===== src/rtl/day_night_detector_if.sv =====
// Sensor-sample stream into the day/night detector and the debounced day level out of it.
interface day_night_detector_if #(
    parameter int DATA_W = 8
);
    logic              sample_valid;
    logic [DATA_W-1:0] sample;
    logic              day;
    logic              day_change;

    modport master (
        output sample_valid,
        output sample,
        input  day,
        input  day_change
    );

    modport slave (
        input  sample_valid,
        input  sample,
        output day,
        output day_change
    );
endinterface


===== src/rtl/day_night_detector.sv =====
// 4-sample moving average, hysteresis classification and debounce producing traffic_timer's day level.
// Optional DAYNIGHT_FORCE_EN adds force_en/force_day override inputs.
//
// state    | meaning
// NIGHT    | day=0, stable
// TO_DAY   | day=0, counting consecutive HI samples
// DAY      | day=1, stable
// TO_NIGHT | day=1, counting consecutive LO samples
module day_night_detector #(
    parameter int DATA_W       = 8,
    parameter int DAY_THRESH   = 160,
    parameter int NIGHT_THRESH = 96,
    parameter int HOLD_SAMPLES = 4,
    parameter int CNT_W        = 4
) (
    input logic clk,
    input logic reset,
`ifdef DAYNIGHT_FORCE_EN
    input logic force_en,
    input logic force_day,
`endif
    day_night_detector_if.slave bus
);

    typedef enum logic [1:0] {
        NIGHT    = 2'd0,
        TO_DAY   = 2'd1,
        DAY      = 2'd2,
        TO_NIGHT = 2'd3
    } state_t;

    localparam logic [CNT_W-1:0]  HOLD_CNT = CNT_W'(HOLD_SAMPLES);
    localparam logic [DATA_W-1:0] HI_LVL   = DATA_W'(DAY_THRESH);
    localparam logic [DATA_W-1:0] LO_LVL   = DATA_W'(NIGHT_THRESH);

    state_t            state;
    logic [CNT_W-1:0]  cnt;
    logic              day_q;
    logic              day_change_q;
    // The oldest of the four entries always falls out on a shift, so only three are kept.
    logic [DATA_W-1:0] hist0, hist1, hist2;

    logic [DATA_W+1:0] sum;
    logic [DATA_W-1:0] avg;
    logic              is_hi;
    logic              is_lo;
    logic [CNT_W-1:0]  cnt_inc;

    always_comb begin
        sum     = {2'b00, bus.sample} + {2'b00, hist0} + {2'b00, hist1} + {2'b00, hist2};
        avg     = sum[DATA_W+1:2];
        is_hi   = (avg >= HI_LVL);
        is_lo   = (avg <= LO_LVL);
        cnt_inc = cnt + CNT_W'(1);
    end

    always_ff @(posedge clk) begin
        if (!reset) begin
            hist0        <= '0;
            hist1        <= '0;
            hist2        <= '0;
            state        <= NIGHT;
            cnt          <= '0;
            day_q        <= 1'b0;
            day_change_q <= 1'b0;
        end else begin
            day_change_q <= 1'b0;
            if (bus.sample_valid) begin
                hist0 <= bus.sample;
                hist1 <= hist0;
                hist2 <= hist1;
            end
`ifdef DAYNIGHT_FORCE_EN
            if (force_en) begin
                state        <= force_day ? DAY : NIGHT;
                cnt          <= '0;
                day_q        <= force_day;
                day_change_q <= (force_day != day_q);
            end else
`endif
            if (bus.sample_valid) begin
                case (state)
                    NIGHT: begin
                        if (is_hi) begin
                            if (HOLD_SAMPLES == 1) begin
                                state        <= DAY;
                                day_q        <= 1'b1;
                                day_change_q <= 1'b1;
                            end else begin
                                state <= TO_DAY;
                                cnt   <= CNT_W'(1);
                            end
                        end
                    end
                    TO_DAY: begin
                        if (is_hi) begin
                            if (cnt_inc == HOLD_CNT) begin
                                state        <= DAY;
                                cnt          <= '0;
                                day_q        <= 1'b1;
                                day_change_q <= 1'b1;
                            end else begin
                                cnt <= cnt_inc;
                            end
                        end else begin
                            state <= NIGHT;
                            cnt   <= '0;
                        end
                    end
                    DAY: begin
                        if (is_lo) begin
                            if (HOLD_SAMPLES == 1) begin
                                state        <= NIGHT;
                                day_q        <= 1'b0;
                                day_change_q <= 1'b1;
                            end else begin
                                state <= TO_NIGHT;
                                cnt   <= CNT_W'(1);
                            end
                        end
                    end
                    TO_NIGHT: begin
                        if (is_lo) begin
                            if (cnt_inc == HOLD_CNT) begin
                                state        <= NIGHT;
                                cnt          <= '0;
                                day_q        <= 1'b0;
                                day_change_q <= 1'b1;
                            end else begin
                                cnt <= cnt_inc;
                            end
                        end else begin
                            state <= DAY;
                            cnt   <= '0;
                        end
                    end
                    default: begin
                        state <= NIGHT;
                        cnt   <= '0;
                    end
                endcase
            end
        end
    end

    assign bus.day        = day_q;
    assign bus.day_change = day_change_q;

endmodule


===== src/flat_wrapper.sv =====
// flat-port wrapper written by rule: the top's interface ports become plain ports
module day_night_detector_flat 
#(
    parameter int DATA_W       = 8,
    parameter int DAY_THRESH   = 160,
    parameter int NIGHT_THRESH = 96,
    parameter int HOLD_SAMPLES = 4,
    parameter int CNT_W        = 4
)
  (clk, reset, bus_sample_valid, bus_sample, bus_day, bus_day_change);
  day_night_detector_if #(.DATA_W(DATA_W)) bus_i ();
  input logic clk;
  input logic reset;
  input wire logic [$bits(bus_i.sample_valid)-1:0] bus_sample_valid;
  input wire logic [$bits(bus_i.sample)-1:0] bus_sample;
  output wire logic [$bits(bus_i.day)-1:0] bus_day;
  output wire logic [$bits(bus_i.day_change)-1:0] bus_day_change;
  assign bus_i.sample_valid = bus_sample_valid;
  assign bus_i.sample = bus_sample;
  assign bus_day = bus_i.day;
  assign bus_day_change = bus_i.day_change;
  day_night_detector #(.DATA_W(DATA_W), .DAY_THRESH(DAY_THRESH), .NIGHT_THRESH(NIGHT_THRESH), .HOLD_SAMPLES(HOLD_SAMPLES), .CNT_W(CNT_W)) u_core (.clk(clk), .reset(reset), .bus(bus_i));
endmodule

===== config.mk =====
export PLATFORM = sky130hd
export DESIGN_NAME = day_night_detector_flat
export DESIGN_NICKNAME = d
export VERILOG_FILES = /design/src/rtl/day_night_detector_if.sv /design/src/rtl/day_night_detector.sv /design/src/flat_wrapper.sv
export SDC_FILE = /design/constraint.sdc
export NUM_CORES = 1
export LEC_CHECK = 0
export CORE_AREA = 2 2 68 70
export DETAILED_ROUTE_END_ITERATION = 6
export DIE_AREA = 0 0 70 72
export PLACE_DENSITY = 0.76
export SETUP_SLACK_MARGIN = 0.1
export SKIP_LAST_GASP = 1
export SYNTH_ARGS = -nofsm -noshare
export SYNTH_HDL_FRONTEND = slang
export SYNTH_SLANG_ARGS = --single-unit

===== constraint.sdc =====
create_clock -name clk -period 5 [get_ports clk]
set_input_delay 1.25 -clock clk [delete_from_list [all_inputs] [get_ports clk]]
set_output_delay 1.25 -clock clk [all_outputs]
set_load 0.01 [all_outputs]

### Word-level counts from Yosys, hierarchy flattened

Index checks and enable logic that the tools add are counted.

* input port bits: 11
* register bits: 32
* word-level logic and storage cells: 53

* reduce and logical (&&, ||, !) cells: 6
* equal/unequal tests: 12
* multiplexer cells: 22
* order comparisons: 2
* add/sub/neg operators: 4

Operator list (count)
* adder 10 x 8 -> 10 bit: 2
* 2-to-1 mux 4 bit: 5
* one-hot mux 4 bit (4 select lines): 1
* 2-to-1 mux 2 bit: 6
* != test 2 x 1 -> 1 bit (second input constant): 6
* adder 8 x 8 -> 9 bit: 1
* greater-or-equal comparator 8 bit (second input constant): 1
* less-or-equal comparator 8 x 7 -> 1 bit (second input constant): 1
* one-hot mux 2 bit (4 select lines): 1
* 2-to-1 mux 1 bit: 7
* != test 3 bit (second input constant): 2
* AND reduction 6 bit: 1
* AND reduction 5 bit: 1
* adder 4 x 1 -> 4 bit (second input constant): 1
* equality test 2 bit (second input constant): 2
* equality test 4 x 3 -> 1 bit (second input constant): 1
* one-hot mux 1 bit (2 select lines): 2
* AND reduction 3 bit: 1
* equality test 2 x 1 -> 1 bit (second input constant): 1
* logical NOT 2 bit: 1
* AND reduction 2 bit: 1
* nonzero test 2 bit: 1

### Logic depth before layout (Yosys ltp)

Gate-level depths: netlist of the first run.

* word-level depth: 6
* depth in mapped cells: 19

### Worst setup path before layout of the first run

No wires, ideal clock.

* kind: in2reg
* from: input port bus_sample[0]
* to: register u_core.cnt[3]
* data arrival time: 4.850 ns
* library setup time: 0.079 ns
* required time: 4.921 ns
* path slack: 0.071 ns
* path buffers: 0
* cell stages on the path: 19
* cell sequence: ha_1 inv_1 fa_1 nor2b_1 o21ai_0 a21boi_0 o21ai_0 nand2b_1 xnor2_1 fa_1 inv_1 ha_1 and3_1 a221oi_1 o21ai_1 xor2_1 o31ai_2 or4_1 o211ai_1

* word-level cells in the longest chain between the ends: 6

RTL lines
* from (decl): line flat_wrapper.sv:15 `input wire logic [$bits(bus_i.sample)-1:0] bus_sample;`
* adder 8 x 8 -> 9 bit (*): line day_night_detector.sv:50 `sum = {2'b00, bus.sample} + {2'b00, hist0} + {2'b00, hist1} + {2'b00, hist2};`
* adder 10 x 8 -> 10 bit (*) (2 in series): line day_night_detector.sv:50
* less-or-equal comparator 8 x 7 -> 1 bit / greater-or-equal comparator 8 bit (equally long branches): line day_night_detector.sv:53, day_night_detector.sv:52
* 2-to-1 mux 4 bit (tied with other cells): line day_night_detector.sv:123 `if (is_lo) begin`
* one-hot mux 4 bit (4 select lines) / AND reduction 3 bit (equally long branches)
* to (signal assigned): line day_night_detector.sv:103 `cnt <= cnt_inc;`
* to (signal assigned): line day_night_detector.sv:130 `cnt <= cnt_inc;`
* to (decl): line day_night_detector.sv:37 `logic [CNT_W-1:0] cnt;`

Every way passes the cells marked *; elsewhere a longest branch is shown, timed or not.
A chain may end at the register's enable or synchronous reset.

### Final worst setup path of the first run

* from: input port bus_sample[2]
* to: register u_core.day_q, in the netlist u_core.bus.day

* word-level cells in the longest chain between the ends: 6

RTL lines
* adder 8 x 8 -> 9 bit (*): line day_night_detector.sv:50
* adder 10 x 8 -> 10 bit (*) (2 in series): line day_night_detector.sv:50
* less-or-equal comparator 8 x 7 -> 1 bit / greater-or-equal comparator 8 bit (equally long branches): line day_night_detector.sv:53, day_night_detector.sv:52
* != test 2 x 1 -> 1 bit (no source line)
* AND reduction 6 bit (no source line) (*)
* to (signal assigned): line day_night_detector.sv:64 `day_q <= 1'b0;`
* to (signal assigned): line day_night_detector.sv:87 `day_q <= 1'b1;`
* to (signal assigned): line day_night_detector.sv:100 `day_q <= 1'b1;`
* to (decl): line day_night_detector.sv:38 `logic day_q;`

Marks and branches as above.

==> results by group, run 1 <==
Synthesis
  – Synth Cell Area: 0.00221 sq mm
  – Cells after Synth: between 200 and 300
  – Largest area contributor in the netlist: dfxtp_1
  – Most common cell in the netlist: inv_1
  – Net Count, Synth: 291
  – Number of synthesized flops with an enable pin: 0
  – Seq cells post-synth: 32
  – Most frequent cells after synthesis: 35 x inv_1, 32 x dfxtp_1, 27 x nor2_1, 25 x mux2i_1, 18 x ha_1
  – Avg Cell Area, Syn: around 9 sq um
  – Netlist cell types: 46
  – Sequential fraction of the synthesis area: 0.289
  – Post-synth ARST share: 0
  – Commonest register cell after synthesis: dfxtp_1
  – Top cells by area, synth: dfxtp_1 29%, mux2i_1 11%, ha_1 10%, fa_1 8.1%, inv_1 5.9%
  – Ys Warns: 0
  – Area share of the leading cell type in the synthesized netlist: 0.289

Hold path
  – Hold path cells: 2
  – Worst hold path type: register to register

Setup path
  – Reg2reg path depth: 19
  – Worst Setup EP: u_core.bus.day$_SDFFE_PN0P_
  – Req. time, crit path: a little over 5000 ps
  – Worst R2R Start: u_core.hist0[0]$_SDFFE_PN0P_
  – Worst Setup Start Kind: input pin
  – Critical Path AT: about 5000 ps
  – CP Capture Type: register
  – Critical R2R Capture: u_core.bus.day$_SDFFE_PN0P_
  – Critical path origin: bus_sample[2]
  – Max FO, Critical Path: 4
  – Crit Path Class: input pin to register
  – R2R setup slack: between 800 and 900 ps

Clock tree
  – CTS tree: yes
  – Clock Tree Buf Depth: 2
  – H-tree depth: 2
  – Clk_lat worst skew: between 200 and 300 ps
  – Total clock sinks: 32
  – Clock Tree Root: clkbuf_8
  – CTS Buf Count: 5
  – Clk slew on worst S/H paths: 70 ps
  – CTS Hold Bufs: 0

Power
  – Overall power: 749 uW
  – VDD IR-drop max: 0.168 mV
  – LEAKAGE: 0.00136 uW
  – Pwr dens: 258 mW/mm^2

Global routing
  – First-pass GRT wire length: between 7000 and 8000 um
  – GRT Resource Usage Total: 0.192
  – Largest net degree at the start of global routing: 31
  – Antenna violations before repair: 0
  – Grt total ovfl: 0
  – Vias in the first global route: 1900

STA
  – Clock skew: between 5 and 6 ps
  – Tmin final: a little under 5000 ps
  – Final Setup Violations: 0
  – Final worst slack: approximately 200 ps
  – Worst slew pin tran: between 800 and 900 ps
  – Final period utilization: 0.961
  – Hold Fails Final Rpt: 0
  – Final max-slew violation count: 0
  – Setup TNS: 0 ps
  – RSZ-0062 raised after global routing: false
  – FMAX: 0.208 GHz
  – Slew Limit Headroom: 0.460

Placed design
  – Dpl ws: -615 ps
  – PortBufs: 12
  – Dpl cells: between 300 and 400
  – Post-DP HPWL: roughly 3100 um
  – Placer Congestion: roughly 0.80
  – Cell Area, Placed: ~0.0026 sq mm

Finish
  – Antenna cells: 0
  – Synth-to-Final Area Change: 31.4%
  – Share of post-route cells with drive strength above 1: 0.248
  – Layout Cells excl Fill: 350
  – Post-route cell area: between 0.002 and 0.003 sq mm
  – Nets: 336
  – # fillers: 323

Route
  – DRT iter0 DRCs: between 60 and 70
  – Final ANT Viol Nets: 0
  – Via/cell ratio: around 5.4
  – Drt pass-1 iters: 6
  – DRC errors left: 1
  – Vias: approximately 1900
  – Final WL: 4640 um
  – WL/cell: approximately 13 um

Run status
  – Status: finished with violations
  – Failing checks: DRC

Flow run
  – Max cap viols: 0

Die
  – Chip width: approximately 70 um
  – Cell Rows: 24
  – Core ar.: approximately 0.0043 sq mm
  – IO Count: 13
  – Die H: 72 um
  – Initial core utilization: 0.519
  – Die area: between 0.005 and 0.006 sq mm
## cells in the final DEF (no fill, tap or decap), types with 5 or more instances in the layout
| cell type | n |
|---|---|
| clkbuf_8 | 7 |
| o21ai_1 | 7 |
| nand2_1 | 11 |
| fa_1 | 8 |
| clkdlybuf4s50_1 | 6 |
| o21ai_0 | 5 |
| a21oi_1 | 7 |
| mux2i_1 | 25 |
| dfxtp_1 | 32 |
| buf_4 | 35 |
| xnor2_1 | 5 |
| a21o_1 | 6 |
| nor2_1 | 27 |
| inv_1 | 31 |
| ha_1 | 11 |
| ha_4 | 7 |
## kinds of logic (layout without fill, tap and decap cells)
family,count (synthesis),in the layout,share of synthesized area
xor gates and xnor gates,9,9,0.0356
adders and majority gates,27,27,0.183
buffers and inverters,44,89,0.0752
muxes,25,25,0.113
AOI/OAI and AO/OA,48,48,0.148
DFF,32,32,0.289
and+or+nand+nor,68,68,0.156
## area by class of cell
class	instances	area, sq um	share of cell area
inverters	36	135	0.0465
well taps	52	65.1	0.0224
clock buffers	7	96.3	0.0331
flip-flops and latches	32	641	0.220
repair buffers	46	368	0.127
multi-input cells	177	1600	0.551
## metal layers
metal / routed length (um) / global-route usage / vias to the layer above / share of wire
met1: 2010 / 0.211 / 891 / 0.43
met5: 0 / 0 / - / 0
met4: 97 / 0.0748 / 0 / 0.021
met3: 101 / 0.0431 / 8 / 0.022
met2: 2430 / 0.361 / 17 / 0.52
li1: - / - / 963 / -
## registers in the layout (all words and copies together), names as in the netlist
signal,cells
u_core.hist1,8
u_core.state,2
u_core.cnt,4
u_core.hist0,8
u_core.hist2,8
u_core.bus.day,1
u_core.bus.day_change,1
## worst max-delay path, cell delays in order
cell	delay [ps]
clkdlybuf4s15_1	220
ha_4	240
nor2b_2	150
o21ai_2	140
a21boi_1	90
o21ai_1	140
nand2b_1	120
buf_4	150
buf_4	120
buf_4	120
a21o_1	170
a21o_1	180
ha_4	270
buf_4	110
nand2b_1	90
o21ai_0	100
a311oi_2	300
o311ai_4	180
and3_4	210
or4b_1	500
o211a_1	140
## worst min path at each step
| stage | from | endpoint | slack, ps |
|---|---|---|---|
| after floorplan | u_core.hist2[2]$_SDFFE_PN0P_ | u_core.hist2[2]$_SDFFE_PN0P_ | 460 |
| after global placement | u_core.hist2[7]$_SDFFE_PN0P_ | u_core.hist2[7]$_SDFFE_PN0P_ | 470 |
| after detailed placement | u_core.hist2[5]$_SDFFE_PN0P_ | u_core.hist2[5]$_SDFFE_PN0P_ | 490 |
| after CTS | u_core.hist2[5]$_SDFFE_PN0P_ | u_core.hist2[5]$_SDFFE_PN0P_ | 500 |
| after global routing | u_core.hist2[7]$_SDFFE_PN0P_ | u_core.hist2[7]$_SDFFE_PN0P_ | 530 |
| final | u_core.hist2[4]$_SDFFE_PN0P_ | u_core.hist2[4]$_SDFFE_PN0P_ | 490 |
## repair_timing
action,in CTS,in global routing
setup endpoints to repair,8,8
buffers inserted,6,5
pin swaps,20,21
gates resized for setup,16,30
## power by group
part	switching [uW]	internal (uW)
logic	122	142
registers	6.90	262
clock network	93.7	123
## stage by stage
step	utilization	hold slack (ps)
5_1_grt	0.682	527
2_1_floorplan	-	460
4_1_cts	0.645	501
6_report	0.682	495
3_3_place_gp	0.605	474
3_5_place_dp	0.605	485
Note: power is estimated with default switching activity, not from simulation.
==> run 2, diff against run 1 <==
CAP_MARGIN = 15   (was default)
==> results of run 2 <==
Same layout as run 1: the final DEF is identical, and so are final timing and power.
==> edit 1, RTL diff (settings of run 2) <==
`DATA_W` is set to 8 in 3 places; all go to 9.
--- a/src/rtl/day_night_detector_if.sv
+++ b/src/rtl/day_night_detector_if.sv
@@ -1,6 +1,6 @@
 // Sensor-sample stream into the day/night detector and the debounced day level out of it.
 interface day_night_detector_if #(
-    parameter int DATA_W = 8
+    parameter int DATA_W = 9
 );
     logic              sample_valid;
     logic [DATA_W-1:0] sample;
--- a/src/rtl/day_night_detector.sv
+++ b/src/rtl/day_night_detector.sv
@@ -7,7 +7,7 @@
 // DAY      | day=1, stable
 // TO_NIGHT | day=1, counting consecutive LO samples
 module day_night_detector #(
-    parameter int DATA_W       = 8,
+    parameter int DATA_W       = 9,
     parameter int DAY_THRESH   = 160,
     parameter int NIGHT_THRESH = 96,
     parameter int HOLD_SAMPLES = 4,
--- a/src/flat_wrapper.sv
+++ b/src/flat_wrapper.sv
@@ -1,7 +1,7 @@
 // flat-port wrapper written by rule: the top's interface ports become plain ports
 module day_night_detector_flat 
 #(
-    parameter int DATA_W       = 8,
+    parameter int DATA_W       = 9,
     parameter int DAY_THRESH   = 160,
     parameter int NIGHT_THRESH = 96,
     parameter int HOLD_SAMPLES = 4,
Interface: changed (resized bus_sample); port bits go from 13 to 14. No check against the original RTL was run, so the function may have changed too.
==> edit 1 against run 2 <==
Area after synthesis up 12%; power increased by 15%; critical path depth rose by 1; wire length increased by 8.0%; critical path type unchanged; final cell count is 6.9% higher; setup slack worse by 0.096 ns; largest power group is now combinational logic; design area is 7.9% higher; sequential cell count rose by 3; synthesized cell count grew 9.9%.
==> edit 1: results (changes against run 2) <==
Place
  – DP Wirelength: 3420 um (was 3080 um)
  – Worst slack after detailed placement: -0.772 ns (was -0.615 ns)
  – Cell area after placement: 0.00287 sq mm (was 0.00258 sq mm)
  – RePlAce Congestion: 0.828 (was 0.804)
  – Port Buffers: 13 (was 12)

Clock tree
  – Worst-Skew Late Latency: 0.30 ns
  – CTS buffer count: 5 (unchanged)
  – Clock Path Buffers: 2 (unchanged)

Power and ir drop
  – Worst vdd ir: 0.000181 V (was 0.000168 V)
  – Total net switching power: 0.275 mW (was 0.222 mW)
  – Pleak: 1.40 nW (was 1.36 nW)

Routing
  – Via count: 1,997 (was 1,879)
  – DR WL/cell: 13.4 um (was 13.3 um)
  – DR pass1 iterations: 5 (was 6)

Timing
  – Setup Skew: 0.00644 ns (was 0.00551 ns)
  – Max_slew headroom: 32.6% (was 46.0%)

Yosys
  – Synth cell count leaders: 37 x inv_1, 35 x dfxtp_1, 32 x nor2_1, 28 x mux2i_1, 20 x ha_1 (was 35 x inv_1, 32 x dfxtp_1, 27 x nor2_1, 25 x mux2i_1, 18 x ha_1)
  – Seq/Total Area, Yosys: 28.3% (was 28.9%)
  – Top cells by area, synth: dfxtp_1 28%, mux2i_1 11%, ha_1 10%, fa_1 8.1%, inv_1 5.6% (was dfxtp_1 29%, mux2i_1 11%, ha_1 10%, fa_1 8.1%, inv_1 5.9%)
  – Mean Syn Cell Area: 8.90 sq um (was 8.75 sq um)
  – Syn_nets: 320 (was 291)

Finish
  – Largest registers: u_core.hist0: 9 flops, u_core.hist1: 9 flops, u_core.hist2: 9 flops (was u_core.hist0: 8 flops, u_core.hist1: 8 flops, u_core.hist2: 8 flops)
  – Layout cells sized above 1: 24.5% (was 24.8%)
  – Fillers: 320 (was 323)

Global routing
  – GRT Util Overall: 21.2% (was 19.2%)
  – Largest net degree at the start of global routing: 37 (was 31)
  – First-pass GRT wire length: 8550 um (was 7780 um)
  – Vias in the first global route: 1,938 (was 1,900)

Critical path
  – CP Launch Point: bus_sample[1] (was bus_sample[2])
  – Critical path arrival: 5.10 ns (was 4.99 ns)

Outcome
  – Outcome: completed (was finished, violations left)

Min path
  – Origin of the worst min-delay path: u_core.bus.day (was u_core.hist2[4])
-- edit 1: cell families (layout without fill, tap and decap cells) --
logic type	Yosys count	count (layout)	synth area share, %
compound gates	55	55	16.2
xor+xnor	14	14	4.95
fa+ha+maj	30	30	18.2
buf+inv	46	90	7.28
flops	35	35	28.3
mux	29	29	12.2
simple gates	69	69	12.8
-- edit 1: worst max-delay path, cell delays in order --
cell      delay, ns
buf_4          0.13
ha_4           0.23
a21o_1         0.17
a21oi_2        0.16
o21ai_2        0.09
a21oi_2        0.16
o21bai_1       0.09
a21oi_2        0.19
xor2_1         0.22
fa_1           0.47
inv_2          0.08
ha_4           0.20
a21o_1         0.19
buf_4          0.16
a221oi_2       0.25
o21ai_1        0.09
a21oi_1        0.18
buf_4          0.14
o311ai_4       0.10
mux2i_4        0.24
a21oi_1        0.07
a311oi_1       0.24
-- edit 1: layer usage --
layer / GRT usage, % / vias to the layer above / wire length, um
met5: 0 / - / 0
met4: 7.69 / 0 / 85
met2: 36.5 / 29 / 2550
met3: 5.00 / 7 / 143
met1: 26.1 / 935 / 2230
li1: - / 1026 / -
-- edit 1: worst paths after layout --
kind,end,slack (ns),cells after the start
setup / recovery,u_core.cnt[2],0.1,22
hold / removal,u_core.bus.day,0.49,2
setup reg to reg,u_core.cnt[1],0.73,22
hold reg to reg,u_core.bus.day,0.49,2
-- edit 1: final cells by class --
cell class,count,area [sq um],share of cell area (%)
Timing Repair Buffer,45,364,11.6
Tap cell,52,65.1,2.07
Sequential cell,35,701,22.3
Inverter,37,139,4.43
Clock buffer,8,100,3.19
Multi-Input combinational cell,197,1770,56.4
-- edit 1: power groups by stage --
stage / logic [mW] / registers (mW) / clock network (mW)
6_report: 0.328 / 0.303 / 0.229
3_3_place_gp: 0.277 / 0.307 / 0
3_5_place_dp: 0.285 / 0.308 / 0
5_1_grt: 0.360 / 0.304 / 0.243
4_1_cts: 0.300 / 0.302 / 0.233
2_1_floorplan: 0.209 / 0.304 / 0
-- edit 1: what timing repair did --
item	in CTS	in global routing
hold buffers	0	0
resized for setup	23	12
pin swaps	23	9
buffers inserted	7	2
setup endpoints to repair	8	8
==> edit 2, RTL diff (config.mk and constraints of run 2) <==
Without the edit above. Make the reset (`reset`) asynchronous in one clocked block.
--- a/src/rtl/day_night_detector.sv
+++ b/src/rtl/day_night_detector.sv
@@ -54,7 +54,7 @@
         cnt_inc = cnt + CNT_W'(1);
     end
 
-    always_ff @(posedge clk) begin
+    always_ff @(posedge clk or negedge reset) begin
         if (!reset) begin
             hist0        <= '0;
             hist1        <= '0;
Formal check against the unedited RTL: not equivalent (Yosys sat finds a counterexample within 10 cycles, from zero or initial values and one cycle with reset low; the reset may be asserted at any time).
==> edit 2 against run 2 <==
Sequential cell count stayed put; area after synthesis is 8.9% higher; design area is 7.8% higher; count of clock-buffer cells in the layout stayed put; wire length is 19% higher; setup slack worse by 0.023 ns; final cell count is 0.57% higher; non-clock buffer count stayed put; largest cell class unchanged.
Power is not compared: it rests on default switching activity, and its combinational part moved more than twofold at a synthesized area within 25%.
==> edit 2: results (changes against run 2) <==
Outcome
  – Outcome: completed (was finished, violations left)

Global routing
  – Initial antenna violation count: 0 (unchanged)
  – Met3 usage: 3.61% (was 4.31%)
  – GRT Util Overall: 22.9% (was 19.2%)
  – Largest net degree at the start of global routing: 52 (was 31)
  – Grt met1 use: 26.3% (was 21.1%)
  – Met2 GRT Util: 41.0% (was 36.1%)
  – First-pass GRT wire length: 8920 um (was 7780 um)

Finish
  – Largest registers: u_core.hist0: 8 flops, u_core.hist1: 8 flops, u_core.hist2: 8 flops (unchanged)
  – Layout cells sized above 1: 31.7% (was 24.8%)
  – Fillers: 285 (was 323)
  – Post-route insts no fill: 352 (was 350)
  – Final net count: 337 (was 336)

Yosys
  – Synth warnings: 0 (unchanged)
  – Seq/Total Area, Yosys: 33.2% (was 28.9%)
  – Yosys cell types: 50 (was 46)
  – Synth async-reset ratio: 100% (was 0%)
  – Top cells by area, synth: dfrtp_1 33%, ha_1 9.3%, fa_1 7.5%, inv_1 5.9%, o21ai_0 4.8% (was dfxtp_1 29%, mux2i_1 11%, ha_1 10%, fa_1 8.1%, inv_1 5.9%)
  – Synth cell count leaders: 38 x inv_1, 32 x dfrtp_1, 24 x nand2_1, 23 x o21ai_0, 18 x ha_1 (was 35 x inv_1, 32 x dfxtp_1, 27 x nor2_1, 25 x mux2i_1, 18 x ha_1)
  – Proportion of synthesized area in mux cells: 5.92% (was 11.3%)
  – Synth Area in Compound Gates: 20.0% (was 14.8%)
  – Adder-Cell Fraction of Synth Area: 16.8% (was 18.3%)
  – Xor/xnor cell area share of the yosys netlist: 3.63% (was 3.56%)

Routing
  – DR pass1 iterations: 5 (was 6)
  – Via count: 1,934 (was 1,879)
  – Iteration-0 DRC Markers: 73 (was 68)
  – DR WL/cell: 15.7 um (was 13.3 um)

Timing
  – Setup Skew: 0.00843 ns (was 0.00551 ns)
  – Worst-Margin Slew: 0.481 ns (was 0.810 ns)
  – WHS: 0.474 ns (was 0.495 ns)

Critical path
  – Worst reg2reg path endpoint: u_core.cnt[3] (was u_core.bus.day)
  – Critical path peak fanout: 6 (was 4)
  – R2r setup slk: 0.79 ns (was 0.84 ns)
  – Slowest cell on crit path: fa_1 (was or4b_1)
  – Delay-heaviest family, CP: adder cells (was compound AO/OA/AOI/OAI gates)
  – Critical path arrival: 5.00 ns (was 4.99 ns)
  – CP Launch Point: bus_sample[0] (was bus_sample[2])
  – Reg2Reg Launch Point: u_core.hist0[0] (unchanged)

Place
  – DP Wirelength: 3460 um (was 3080 um)
  – RePlAce Congestion: 0.797 (was 0.804)
  – Cell area after placement: 0.00280 sq mm (was 0.00258 sq mm)

Min path
  – Hold Path End: u_core.hist2[1] (was u_core.hist2[4])
  – Origin of the worst min-delay path: u_core.hist1[1] (was u_core.hist2[4])

Power and ir drop
  – Total power: 1.86 mW

Clock tree
  – Worst-Skew Late Latency: 0.29 ns (about the same)
[edit 2: per-layer routing]
metal  share of wire, %  routed length, um  up-vias
met1                 43               2380      937
met2                 52               2870       29
li1                   -                  -      953
met4                2.7                147        0
met3                2.4                130       15
met5                  0                  0        -
[edit 2: cell type report]
type                    count  area (sq um)  area share (%)
clock buffers               7          96.3            3.07
clock inverters             1          30.0           0.958
well taps                  52          65.1            2.08
repair buffers             46           367            11.7
inverters                  38           143            4.55
flip-flops and latches     32           801            25.5
multi-input cells         176          1630            52.1
[edit 2: metrics by stage]
stage,util [%],worst slack (ns)
after detailed placement,65.6,-0.635
after floorplan,-,0.126
after global routing,73.5,0.0397
final,73.5,0.173
after global placement,65.6,-0.598
after CTS,71.7,0.118
[edit 2: what timing repair did]
item                                    in CTS  in global routing
endpoints found under the setup margin       8                  8
buffers inserted                             4                  2
gates resized for setup                     27                 19
pin swaps                                   27                 20
